<file path="src/rtl/aud_pkg.sv">
// Shared audio definitions used by the player and recorder:
// default widths and the playback FSM state encoding.
package aud_pkg;

   localparam int DATA_W_DEF = 16;
   localparam int ADDR_W_DEF = 20;

   typedef enum logic [2:0] {
      S_IDLE  = 3'd0,
      S_WAIT  = 3'd1,
      S_SHIFT = 3'd2,
      S_NEXT  = 3'd3,
      S_PAUSE = 3'd4
   } aud_state_e;

endpackage

</file>
<file path="src/rtl/aud_shift_out.sv">
// Parallel-load, MSB-first serialiser with a bit counter.
// The serial bit is registered, so each bit appears one clock after it is shifted.
module aud_shift_out
   import aud_pkg::*;
#(
   parameter int DATA_W = DATA_W_DEF,
   parameter int CNT_W  = $clog2(DATA_W + 1)
) (
   input  logic              i_clk,
   input  logic              i_rst,
   input  logic              i_clear,
   input  logic              i_load,
   input  logic              i_shift,
   input  logic [DATA_W-1:0] i_data,
   output logic              o_bit,
   output logic [CNT_W-1:0]  o_count
);

   logic [DATA_W-1:0] r_shift;
   logic [CNT_W-1:0]  r_count;
   logic              r_bit;

   // Any cycle that is not shifting drives a zero, which keeps the line quiet between words.
   always_ff @(posedge i_clk) begin
      if (i_rst || i_clear) begin
         r_shift <= '0;
         r_count <= '0;
         r_bit   <= 1'b0;
      end else if (i_load) begin
         r_shift <= i_data;
         r_count <= '0;
         r_bit   <= 1'b0;
      end else if (i_shift) begin
         r_bit   <= r_shift[DATA_W-1];
         r_shift <= {r_shift[DATA_W-2:0], 1'b0};
         r_count <= r_count + CNT_W'(1);
      end else begin
         r_bit   <= 1'b0;
      end
   end

   assign o_bit   = r_bit;
   assign o_count = r_count;

endmodule

</file>
<file path="src/rtl/aud_player.sv">
// I2S left-channel playback from SRAM: one sample per LRC period, MSB one BCLK
// after the LRC falling edge, with pause/resume and abort.
module aud_player
   import aud_pkg::*;
#(
   parameter int DATA_W = DATA_W_DEF,
   parameter int ADDR_W = ADDR_W_DEF
) (
   input  logic              i_clk,
   input  logic              i_rst,
   input  logic              i_lrc,
   input  logic              i_start,
   input  logic              i_pause,
   input  logic              i_stop,
   input  logic [ADDR_W-1:0] i_end_addr,
   input  logic [DATA_W-1:0] i_sram_data,
   output logic [ADDR_W-1:0] o_address,
   output logic              o_dacdat,
   output logic              o_finished
);

   localparam int CNT_W = $clog2(DATA_W + 1);

   aud_state_e        r_state;
   logic              r_lrc_q;
   logic              r_pause;
   logic              r_finished;
   logic [ADDR_W-1:0] r_address;

   logic              w_lrc_fall;
   logic              w_word_done;
   logic              w_last;
   logic              w_load;
   logic              w_shift;
   logic              w_bit;
   logic [CNT_W-1:0]  w_count;

   assign w_lrc_fall  = r_lrc_q && !i_lrc;
   assign w_word_done = (r_state == S_SHIFT) && (w_count == CNT_W'(DATA_W));
   // The all-ones address is treated as final so the counter can never wrap.
   assign w_last      = (r_address == i_end_addr) || (&r_address);
   assign w_load      = !i_stop && (r_state == S_WAIT) && w_lrc_fall;
   assign w_shift     = !i_stop && (r_state == S_SHIFT) && !w_word_done;

   aud_shift_out #(
      .DATA_W (DATA_W),
      .CNT_W  (CNT_W)
   ) u_shift_out (
      .i_clk   (i_clk),
      .i_rst   (i_rst),
      .i_clear (i_stop),
      .i_load  (w_load),
      .i_shift (w_shift),
      .i_data  (i_sram_data),
      .o_bit   (w_bit),
      .o_count (w_count)
   );

   // Stop overrides everything; a pause request waits for the word in flight to finish.
   always_ff @(posedge i_clk) begin
      if (i_rst) begin
         r_state    <= S_IDLE;
         r_lrc_q    <= 1'b1;
         r_pause    <= 1'b0;
         r_finished <= 1'b0;
         r_address  <= '0;
      end else begin
         r_lrc_q    <= i_lrc;
         r_finished <= 1'b0;
         if (i_stop) begin
            r_state   <= S_IDLE;
            r_pause   <= 1'b0;
            r_address <= '0;
         end else begin
            case (r_state)
               S_IDLE: begin
                  if (i_start && !i_pause) begin
                     r_state   <= S_WAIT;
                     r_address <= '0;
                  end
               end
               S_WAIT: begin
                  if (i_pause) r_pause <= 1'b1;
                  if (w_lrc_fall) r_state <= S_SHIFT;
               end
               S_SHIFT: begin
                  if (w_word_done) begin
                     r_pause <= 1'b0;
                     if (w_last) begin
                        r_state    <= S_IDLE;
                        r_finished <= 1'b1;
                        r_address  <= '0;
                     end else begin
                        r_address <= r_address + ADDR_W'(1);
                        r_state   <= (r_pause || i_pause) ? S_PAUSE : S_NEXT;
                     end
                  end else if (i_pause) begin
                     r_pause <= 1'b1;
                  end
               end
               S_NEXT: begin
                  if (i_pause) r_pause <= 1'b1;
                  if (i_lrc) r_state <= S_WAIT;
               end
               S_PAUSE: begin
                  if (i_start && !i_pause) r_state <= S_NEXT;
               end
               default: r_state <= S_IDLE;
            endcase
         end
      end
   end

   assign o_address  = r_address;
   assign o_dacdat   = w_bit;
   assign o_finished = r_finished;

endmodule

</file>
<file path="config.mk">
export PLATFORM = sky130hd
export DESIGN_NAME = aud_player
export DESIGN_NICKNAME = d
export VERILOG_FILES = /design/src/rtl/aud_pkg.sv /design/src/rtl/aud_shift_out.sv /design/src/rtl/aud_player.sv
export SDC_FILE = /design/constraint.sdc
export NUM_CORES = 1
export LEC_CHECK = 0
export BUFFER_PORTS_ARGS = -buffer_cell sky130_fd_sc_hd__buf_2
export CAP_MARGIN = 10
export CORE_AREA = 2 2 62 87
export CTS_CLUSTER_DIAMETER = 40
export DETAILED_ROUTE_END_ITERATION = 6
export DIE_AREA = 0 0 64 89
export PLACE_DENSITY_LB_ADDON = 0.25
export SKIP_CTS_REPAIR_TIMING = 1
export SLEW_MARGIN = 5
export SYNTH_ARGS = -nofsm -noshare
export SYNTH_HDL_FRONTEND = slang
export SYNTH_SLANG_ARGS = --single-unit
</file>
<file path="constraint.sdc">
create_clock -name i_clk -period 4.2 [get_ports i_clk]
set_clock_uncertainty 0.1 [all_clocks]
set_input_delay 0.63 -clock i_clk [delete_from_list [all_inputs] [get_ports i_clk]]
set_output_delay 0.63 -clock i_clk [all_outputs]
set_load 0.02 [all_outputs]
</file>
==> metrics <==
RSZ-0062 raised after global routing=no; drt drc=0; Mapped Avg Cell Area=8.37 µm²; Placed Cells=about 420; largest net degree at the start of global routing=36; die height=a little under 90 µm; Final Power=approximately 860 µW; Worst Max-Slew Pin Slew=around 0.94 ns; post-synthesis sequential area ratio=0.368; Synth area leaders=dfxtp_1 (37%), xnor2_1 (7.4%), nand2_1 (5.6%); reg2reg start=u_shift_out.o_count[0]; largest area contributor in the netlist=dfxtp_1; Final TNS setup=0 ns; Seq. cell area=just under 0.001 mm²; IO buf count=63; routed wire length=around 6 mm; async set-reset flop share out of synthesis=0; pins over their slew limit=0; final worst-path cycle share=0.594; Post-Layout Cell Count=between 400 and 500; Fin Hold WS=0.361 ns; Hold WC Path Type=flop to flop; multi-input logic area=~0.0015 mm²; Overall Global Routing Usage=0.222; CTS max path bufs=2; DIE WIDTH=about 64 µm; CTS tree=done; Routed Antenna Nets=0; Die Area=approximately 0.0057 mm²; GRT busiest layer=met2; Ys Warns=0; Nets=411; Net Switching=199 µW; post-synth top area share=0.368; Filler cells=around 440; met3 Use GR=0.0428; logic gate share of total power=0.086; Hold Path Depth=2; Initial DRC Count=roughly 120; clock-pin slew on the worst setup and hold paths=around 0.090 ns; WP data required=between 4 and 5 ns; Clock power frac=0.381; Sw Share=0.231; Int Pwr=~660 µW; min-delay src=u_shift_out.r_shift[3]; ys flop type=dfxtp_1; final hold vios=0; GP Congestion=roughly 0.8; register share of total power=0.533; fin crit period=~2.5 ns; Post-Syn Instances=between 300 and 400; final setup violation count=0; PwrDens=285 mW/mm²; Via density=about 5.5; Area Overhead vs Synth=16.1%; vias in the first global route=2,261; initial antenna violation count=0; CTS H-Tree Depth=2; met2 usage=0.414; Max Clock Freq=approximately 400 MHz; Worst VDD drop=0.000238 V; Critical Path Sink Type=flop; Max FO, Critical Path=23; layout cells sized above 1=0.253; R2R depth=8; clock latency on the worst-skew pair=roughly 0.30 ns; effective utilization at floorplan=0.539; clock sinks=48; status=finished clean; Final HPWL DP=about 4.4 mm; synthesis-stage register bit count=48; max_slew headroom=0.370; crit path DAT=between 2 and 3 ns; Cell Rows=30; Crit Path Category=flop to flop; Netlist cell types=43; R2R setup slack=roughly 1.7 ns; Post-synth EDFFs=0; number of top-level pins=64; CTS root buffer=clkbuf_8; gr ovfl total=0; Max Cap Viol=0; Startpoint Class=flop; cell area after synthesis=0.00261 mm²; syn nets=roughly 360; n_diodes=0; crit path from=u_shift_out.o_count[0]; GR Layer Usage met1=0.254; Num CTS Buffers=5; WL/cell=13.9 µm; Core Area=a little under 0.005 mm²; LEAKAGE=0.00112 µW; Via Count=approximately 2,400; Pre-Repair DR Iteration Count=4; Layout Utilization=0.626; global-route wire length before repair=roughly 10 mm
synthesized netlist by cell type, types with 2 or more instances:
library cell,instances
and3_4,2
dfxtp_1,48
buf_6,3
nor4_1,5
clkbuf_1,6
a31oi_1,6
nand4_1,14
xor2_1,16
nor3b_1,2
and3_1,5
or2_2,3
o211ai_1,2
buf_2,7
a21oi_1,27
ha_1,3
xnor2_1,22
nand2b_1,4
nor3_2,9
nand3_1,11
nor3_1,14
nand2_1,39
a22oi_1,15
inv_1,6
nor2_1,23
o21ai_0,2
final timing paths:
path / end
worst min register to register: u_shift_out.r_shift[3]
worst max-delay path: u_shift_out.r_shift[6]
worst min-delay path: u_shift_out.r_shift[3]
worst max register to register: u_shift_out.r_shift[6]
power by group through the flow:
stage / Combinational, µW / Sequential (µW) / Clock (µW)
CTS: 74.1 / 460 / 332
finish: 73.9 / 461 / 329
floorplan: 48.3 / 469 / 0
detailed placement: 74.0 / 471 / 0
global placement: 73.2 / 471 / 0
global route: 81.0 / 461 / 352
through the flow:
step | worst slack (ns) | area, µm²
final | 1.70 | 3030
after global routing | 1.53 | 3030
after CTS | 1.69 | 3030
after detailed placement | 1.59 | 2920
after global placement | 1.60 | 2920
after floorplan | 2.23 | 2610
area by class of cell:
type                       count  share of cell area
inverter                       6             0.00743
clock buffer                   6              0.0239
clock inverter                 2              0.0116
timing repair buffer          65               0.109
multi-input combinational    240               0.505
tap                           64              0.0264
sequential                    48               0.317
sequential cells by signal (all words and copies together) (netlist names):
| register | count |
|---|---|
| r_state | 3 |
| o_finished | 1 |
| u_shift_out.r_shift | 16 |
| u_shift_out.o_bit | 1 |
| r_lrc_q | 1 |
| r_pause | 1 |
| u_shift_out.o_count | 5 |
| o_address | 20 |
critical path, stage by stage (launching register included):
cell	delay, ns
dfxtp_1	0.35
inv_1	0.07
ha_1	0.13
and4bb_1	0.41
nor3_2	0.08
buf_4	0.22
nor2_1	0.75
nand2_1	0.13
a21oi_1	0.18
kinds of logic (layout without fill, tap and decap cells):
family                   Yosys count  in the layout  share of synthesized area
adder cells (fa/ha/maj)            3              3                     0.0144
buffers and inverters             24             79                     0.0484
flip-flops                        48             48                      0.368
AO/OA/AOI/OAI                     59             59                      0.147
AND/OR/NAND/NOR                  139            139                      0.291
XOR/XNOR                          38             38                      0.128
multiplexers                       1              1                    0.00384
cells in the final DEF, fill, tap and decap left out, types with 2 or more instances in the layout:
master / count
nor3_1: 14
nor4_1: 4
a22oi_1: 15
nand2b_1: 4
buf_4: 2
dfxtp_1: 48
o21ai_0: 2
a31oi_1: 6
nand3_1: 11
inv_1: 6
a21oi_1: 27
and3_4: 2
nor3b_1: 2
nand4_1: 14
xnor2_1: 22
nor2_1: 23
or2_2: 3
ha_1: 3
buf_2: 63
o211ai_1: 2
xor2_1: 16
clkbuf_8: 5
nand2_1: 39
and3_1: 5
nor3_2: 9
metal layers:
layer	up-vias	share of wire
li1	1211	-
met1	1093	0.42
met2	73	0.51
met3	6	0.048
met4	0	0.014
met5	-	0
Note: power is estimated with default switching activity, not from simulation.
